File: src/rtl/mips_mc_control.sv
// mips_mc_control: multicycle MIPS control FSM with memory handshake and wait timeout.
// Define MIPS_MC_PERF_EN to build the instret/cycles performance counters.
module mips_mc_control #(
  parameter int ALUCTRL_W  = 4,
  parameter int WAIT_LIMIT = 15,
  parameter int CNT_W      = 32
) (
  input  logic                 clk_i,
  input  logic                 rst_ni,
  input  logic [5:0]           op_i,
  input  logic [5:0]           funct_i,
  input  logic                 zero_i,
  input  logic                 mem_ready_i,
  output logic                 mem_req_o,
  output logic                 iord_o,
  output logic                 memwrite_o,
  output logic                 irwrite_o,
  output logic                 pcen_o,
  output logic [1:0]           pcsrc_o,
  output logic                 alusrca_o,
  output logic [1:0]           alusrcb_o,
  output logic [ALUCTRL_W-1:0] alucontrol_o,
  output logic                 regdst_o,
  output logic                 memtoreg_o,
  output logic                 regwrite_o,
  output logic                 halted_o,
  output logic [1:0]           err_code_o,
  output logic [CNT_W-1:0]     instret_o,
  output logic [CNT_W-1:0]     cycles_o
);
  localparam logic [5:0] OP_R = 6'b000000, OP_LW = 6'b100011, OP_SW = 6'b101011;
  localparam logic [5:0] OP_BEQ = 6'b000100, OP_BNE = 6'b000101, OP_ADDI = 6'b001000;
  localparam logic [5:0] OP_J = 6'b000010, FN_JR = 6'b001000;
  localparam int CW = $clog2(WAIT_LIMIT + 2);
  localparam logic [CW-1:0] LIM = CW'(WAIT_LIMIT);
  typedef enum logic [3:0] {
    FETCH, DECODE, MEMADR, MEMRD, MEMWB, MEMWR, RTYPEEX, RTYPEWB,
    JR, BRANCH, ADDIEX, ADDIWB, JUMP, HALT
  } state_e;
  state_e state_q, state_d;
  logic [CW-1:0] cnt_q, cnt_d, cnt_inc;
  logic [1:0] err_q, err_d;
  logic [3:0] fn_alu;
  logic mem_st, tmo, fn_ok;
  assign fn_alu = funct_i == 6'b100000 ? 4'b0010 :
                  funct_i == 6'b100010 ? 4'b0110 :
                  funct_i == 6'b100100 ? 4'b0000 :
                  funct_i == 6'b100101 ? 4'b0001 :
                  funct_i == 6'b101010 ? 4'b0111 :
                  funct_i == 6'b100111 ? 4'b1100 : 4'b0010;
  assign fn_ok = funct_i inside {6'b100000, 6'b100010, 6'b100100, 6'b100101, 6'b101010, 6'b100111};
  assign cnt_inc = cnt_q + 1'b1;
  assign mem_st = state_q inside {FETCH, MEMRD, MEMWR};
  // Limit reached means this is the WAIT_LIMIT-th cycle without mem_ready
  assign tmo = (WAIT_LIMIT != 0) && !mem_ready_i && cnt_inc == LIM;
  always_comb begin
    state_d = state_q;
    case (state_q)
      FETCH:   state_d = mem_ready_i ? DECODE : tmo ? HALT : FETCH;
      DECODE:  state_d = (op_i == OP_LW || op_i == OP_SW) ? MEMADR :
                         op_i == OP_R ? (funct_i == FN_JR ? JR : RTYPEEX) :
                         (op_i == OP_BEQ || op_i == OP_BNE) ? BRANCH :
                         op_i == OP_ADDI ? ADDIEX :
                         op_i == OP_J ? JUMP : HALT;
      MEMADR:  state_d = op_i == OP_SW ? MEMWR : MEMRD;
      MEMRD:   state_d = mem_ready_i ? MEMWB : tmo ? HALT : MEMRD;
      MEMWR:   state_d = mem_ready_i ? FETCH : tmo ? HALT : MEMWR;
      RTYPEEX: state_d = fn_ok ? RTYPEWB : HALT;
      ADDIEX:  state_d = ADDIWB;
      MEMWB, RTYPEWB, JR, BRANCH, ADDIWB, JUMP: state_d = FETCH;
      default: state_d = HALT;
    endcase
    err_d = (state_d == HALT && state_q != HALT) ? (mem_st ? 2'b10 : 2'b01) : err_q;
    cnt_d = state_d != state_q ? '0 : (mem_st && !mem_ready_i) ? cnt_inc : cnt_q;
  end
  always_ff @(posedge clk_i or negedge rst_ni) begin
    if (!rst_ni) begin
      state_q <= FETCH;
      cnt_q   <= '0;
      err_q   <= 2'b00;
    end else begin
      state_q <= state_d;
      cnt_q   <= cnt_d;
      err_q   <= err_d;
    end
  end
  // Strobes are gated by reset so an access is dropped the instant reset asserts
  assign mem_req_o  = rst_ni && mem_st;
  assign memwrite_o = rst_ni && state_q == MEMWR;
  assign irwrite_o  = rst_ni && state_q == FETCH && mem_ready_i;
  assign regwrite_o = rst_ni && state_q inside {MEMWB, RTYPEWB, ADDIWB};
  assign pcen_o     = rst_ni && ((state_q == FETCH && mem_ready_i) || state_q inside {JR, JUMP} ||
                      (state_q == BRANCH && (op_i == OP_BEQ ? zero_i : !zero_i)));
  assign iord_o       = state_q inside {MEMRD, MEMWR};
  assign pcsrc_o      = state_q == JR ? 2'b11 : state_q == JUMP ? 2'b10 : state_q == BRANCH ? 2'b01 : 2'b00;
  assign alusrca_o    = state_q inside {MEMADR, RTYPEEX, BRANCH, ADDIEX};
  assign alusrcb_o    = state_q == FETCH ? 2'b01 : state_q == DECODE ? 2'b11 :
                        state_q inside {MEMADR, ADDIEX} ? 2'b10 : 2'b00;
  assign alucontrol_o = ALUCTRL_W'(state_q == RTYPEEX ? fn_alu : state_q == BRANCH ? 4'b0110 : 4'b0010);
  assign regdst_o     = state_q == RTYPEWB;
  assign memtoreg_o   = state_q == MEMWB;
  assign halted_o     = state_q == HALT;
  assign err_code_o   = err_q;
`ifdef MIPS_MC_PERF_EN
  logic [CNT_W-1:0] instret_q, cycles_q;
  logic retire;
  assign retire = state_d == FETCH && state_q inside {MEMWB, MEMWR, RTYPEWB, JR, BRANCH, ADDIWB, JUMP};
  always_ff @(posedge clk_i or negedge rst_ni) begin
    if (!rst_ni) begin
      instret_q <= '0;
      cycles_q  <= '0;
    end else begin
      instret_q <= instret_q + CNT_W'(retire);
      cycles_q  <= cycles_q + CNT_W'(state_q != HALT);
    end
  end
  assign instret_o = instret_q;
  assign cycles_o  = cycles_q;
`else
  assign instret_o = '0;
  assign cycles_o  = '0;
`endif
endmodule

File: config.mk
export PLATFORM = sky130hd
export DESIGN_NAME = mips_mc_control
export DESIGN_NICKNAME = d
export VERILOG_FILES = /design/src/rtl/mips_mc_control.sv
export SDC_FILE = /design/constraint.sdc
export NUM_CORES = 1
export LEC_CHECK = 0
export BUFFER_PORTS_ARGS = -buffer_cell sky130_fd_sc_hd__buf_2
export CORE_MARGIN = 1
export CORE_UTILIZATION = 45
export CTS_CLUSTER_SIZE = 8
export DETAILED_ROUTE_END_ITERATION = 7
export GPL_TIMING_DRIVEN = 0
export HOLD_SLACK_MARGIN = 0.15
export PLACE_DENSITY = 0.79
export SYNTH_ARGS = -nofsm -noshare
export SYNTH_HDL_FRONTEND = slang
export SYNTH_SLANG_ARGS = --single-unit
File: constraint.sdc
create_clock -name clk_i -period 5.4 [get_ports clk_i]
set_input_delay 1.62 -clock clk_i [delete_from_list [all_inputs] [get_ports clk_i]]
set_output_delay 1.62 -clock clk_i [all_outputs]
set_load 0.05 [all_outputs]
==> reports/qor.csv <==
stage;metric;value;unit
sta;final setup fails;0;
sta;Final Hold Viols;0;
floorplan;row cnt;22;
sta;final worst setup slack;0.628;ns
worst_setup_path;CP max-delay cell;or4_4;
clock_tree;CTS tree;built;
sta;Slew Limit Fails;0;
yosys;sequential-to-total area share from yosys stat;15.5;%
yosys;Synth Cell Area;0.00178;mm2
worst_setup_path;Largest stage delay, worst path;0.55;ns
clock_tree;# resized after CTS;0;
worst_setup_path;worst flop-to-flop path startpoint;state_q[2];
yosys;Syn Area/Cell;7.67;um2
sta;relative slew slack;67.0;%
worst_setup_path;most frequent cell on the critical path;buf_2;
floorplan;io pins;100;
clock_tree;postcts setup bufs;0;
sta;RSZ-0062 raised after global routing;no;
clock_tree;Clock transition at path regs;0.06;ns
sta;clk_skew;0.00461;ns
min_path;hold path cells;1;
routing;DRT iter0 DRCs;92;
floorplan;core area;0.00372;mm2
outcome;status;completed;
place;Post-DP HPWL;3.23;mm
cells_and_area;Area Growth Syn to Fin;28.2;%
cells_and_area;share of layout cells above drive strength 1;36.0;%
yosys;most common library cells after synthesis;66 x buf_4, 18 x nor2_1, 14 x nand2_1;
global_route;grt ovf;0;
global_route;vias in the first global route;1519;
worst_setup_path;crit path max fanout;5;
cells_and_area;nets;350;
yosys;Seq cells post-synth;11;
yosys;post-synth top area cell;buf_4;
yosys;Post-synth EDFFs;0;
routing;drt wl/cell;10.5;um
worst_setup_path;Critical Path Start Type;input pin;
cells_and_area;Final Instance Area;0.00228;mm2
min_path;hold path endpoint;err_code_o[1];
worst_setup_path;R2R Path End;err_code_o[0];
power;Pleak;1.27;nW
cells_and_area;n_diodes;0;
worst_setup_path;FF-to-FF setup slack;3.19;ns
power;IR drop worst, VDD;140;uV
sta;Slew @ Worst Pin;0.489;ns
run;# Max-Cap Violations;0;
worst_setup_path;worst-path cell chain;buf_2, or4_4, nor2_1, nand2_1, xnor2_1, o22ai_1, and3b_1, buf_2;
global_route;antenna violations before repair;0;
place;I/O Buffers;32;
global_route;first-pass GRT wire length;6.74;mm
yosys;most frequent cell after synthesis;buf_4;
power;Power Density;375;mW/mm2
global_route;largest net degree at the start of global routing;17;
clock_tree;CTS sink count;11;
routing;ANT nets after route;0;
worst_setup_path;R2R depth;8;
worst_setup_path;Worst Path Required;3.78;ns
routing;final wirelength;3.96;mm
yosys;asr flop ratio synth;100;%
yosys;Cell variety after synth;62;
yosys;cells after synthesis;232;
worst_setup_path;worst setup path class;in -> out;
floorplan;Die Y;64.9;um
worst_setup_path;critical path arrival;3.15;ns
clock_tree;Hold-fix buffers, CTS;0;
clock_tree;worst skew pair latency;0.24;ns
global_route;GRT Overall Usage;20.2;%
place;post-place setup slack;0.624;ns
sta;final period utilization;88.4;%
worst_setup_path;critical path endpoint category;output pin;
cells_and_area;fillers;365;
yosys;Synth top area share;27.8;%
sta;Fin Setup TNS;0;ns
floorplan;full die area;0.00421;mm2
yosys;predominant post-synthesis flop cell;dfrtp_1;
clock_tree;H-tree lvl count;1;
sta;maximum clock frequency;0.210;GHz
clock_tree;root buffer cell;clkbuf_8;
floorplan;Die W;64.9;um
sta;crit path time final;4.77;ns
routing;number of vias per cell;4.51;
place;Placement Cell Area;0.00224;mm2
clock_tree;CTS Buf Count;3;
min_path;HP Class;reg -> reg;
power;Power Total;0.855;mW
routing;drt drc;0;
routing;vias post-DR;1710;
min_path;HP Start;err_code_o[1];
floorplan;Initial Utilization;47.9;%
routing;Detailed Routing Iterations Pass 1;4;
yosys;Synth Warn #;0;
place;GPL Wtd Cong;0.887;
clock_tree;Clock Tree Buf Depth;2;
yosys;Area contributors post-synth;buf_4 28%, dfrtp_1 15%, nor2_1 3.8%;
state kept, by name, summed over array words and instances, names as in the netlist:
name,count
state_q,4
cnt_q,5
err_code_o,2
metrics by stage:
step                      hold slack, ns  std cells  util, %
after global placement             0.458        375     60.2
after CTS                          0.477        379     61.4
after global routing               0.489        379     61.4
after floorplan                    0.571        295        -
final                              0.479        379     61.4
after detailed placement           0.465        375     60.2
layout make-up:
class	instances	area [um2]	share of cell area (%)
repair buffers	32	160	7.02
clock buffers	4	45.0	1.97
multi-input cells	202	1170	51.5
flip-flops and latches	11	275	12.1
well taps	48	60.1	2.63
plain buffers	73	533	23.4
inverters	9	33.8	1.48
worst max-delay path by stage:
| stage | startpoint | end | cells after the start |
|---|---|---|---|
| global placement | op_i[0] | pcen_o | 8 |
| CTS | op_i[0] | pcen_o | 8 |
| floorplan | funct_i[5] | alucontrol_o[3] | 3 |
| finish | op_i[0] | pcen_o | 8 |
| detailed placement | op_i[0] | pcen_o | 8 |
| global route | op_i[0] | pcen_o | 8 |
metal layers:
layer  vias up  track usage, %  wire (um)
met5         -               0          0
met4         0            5.00         38
met3         4            3.70        281
met2        69            37.1       2060
met1       762            23.9       1580
li1        875               -          -
critical path: cells and delay by family:
kind	cells	cell delay, ns
AO/OA/AOI/OAI	1	0.12
XOR/XNOR	1	0.14
buffers and inverters	2	0.38
AND/OR/NAND/NOR	4	0.89
power by group:
group,internal (mW),switching (mW)
sequential,0.0998,0.0156
clock,0.0521,0.0343
combinational,0.194,0.459
placed cells by master (no fill, tap or decap), drive strengths merged, types with 2 or more instances in the layout:
| cell | netlist | layout |
|---|---|---|
| nand2 | 14 | 14 |
| xnor2 | 7 | 7 |
| nor2 | 18 | 18 |
| nand3b | 2 | 2 |
| o22ai | 4 | 4 |
| nor2b | 4 | 4 |
| a21oi | 8 | 8 |
| a21o | 2 | 2 |
| or3 | 2 | 2 |
| nor4 | 2 | 2 |
| nor3 | 9 | 9 |
| mux2i | 2 | 2 |
| inv | 9 | 9 |
| buf | 69 | 101 |
| a31oi | 3 | 3 |
| xor2 | 2 | 2 |
| conb | 1 | 64 |
| mux2 | 2 | 2 |
| and2 | 5 | 5 |
| nand3 | 3 | 3 |
| clkbuf | 4 | 8 |
| nand4b | 2 | 2 |
| nand4 | 7 | 7 |
| o311ai | 2 | 2 |
| ha | 2 | 2 |
| dfrtp | 11 | 11 |
| o21ai | 9 | 9 |
| a22o | 2 | 2 |
| or4 | 2 | 2 |
| nand2b | 4 | 4 |
cell families after synthesis:
logic type | share of synthesized area, %
AO/OA/AOI/OAI | 16.9
XOR/XNOR | 4.43
adder cells (fa/ha/maj) | 1.41
buffers and inverters | 31.9
flip-flops | 15.5
multiplexers | 2.60
other | 0.211
AND/OR/NAND/NOR | 27.1
Power figures use the tool's default switching activity.
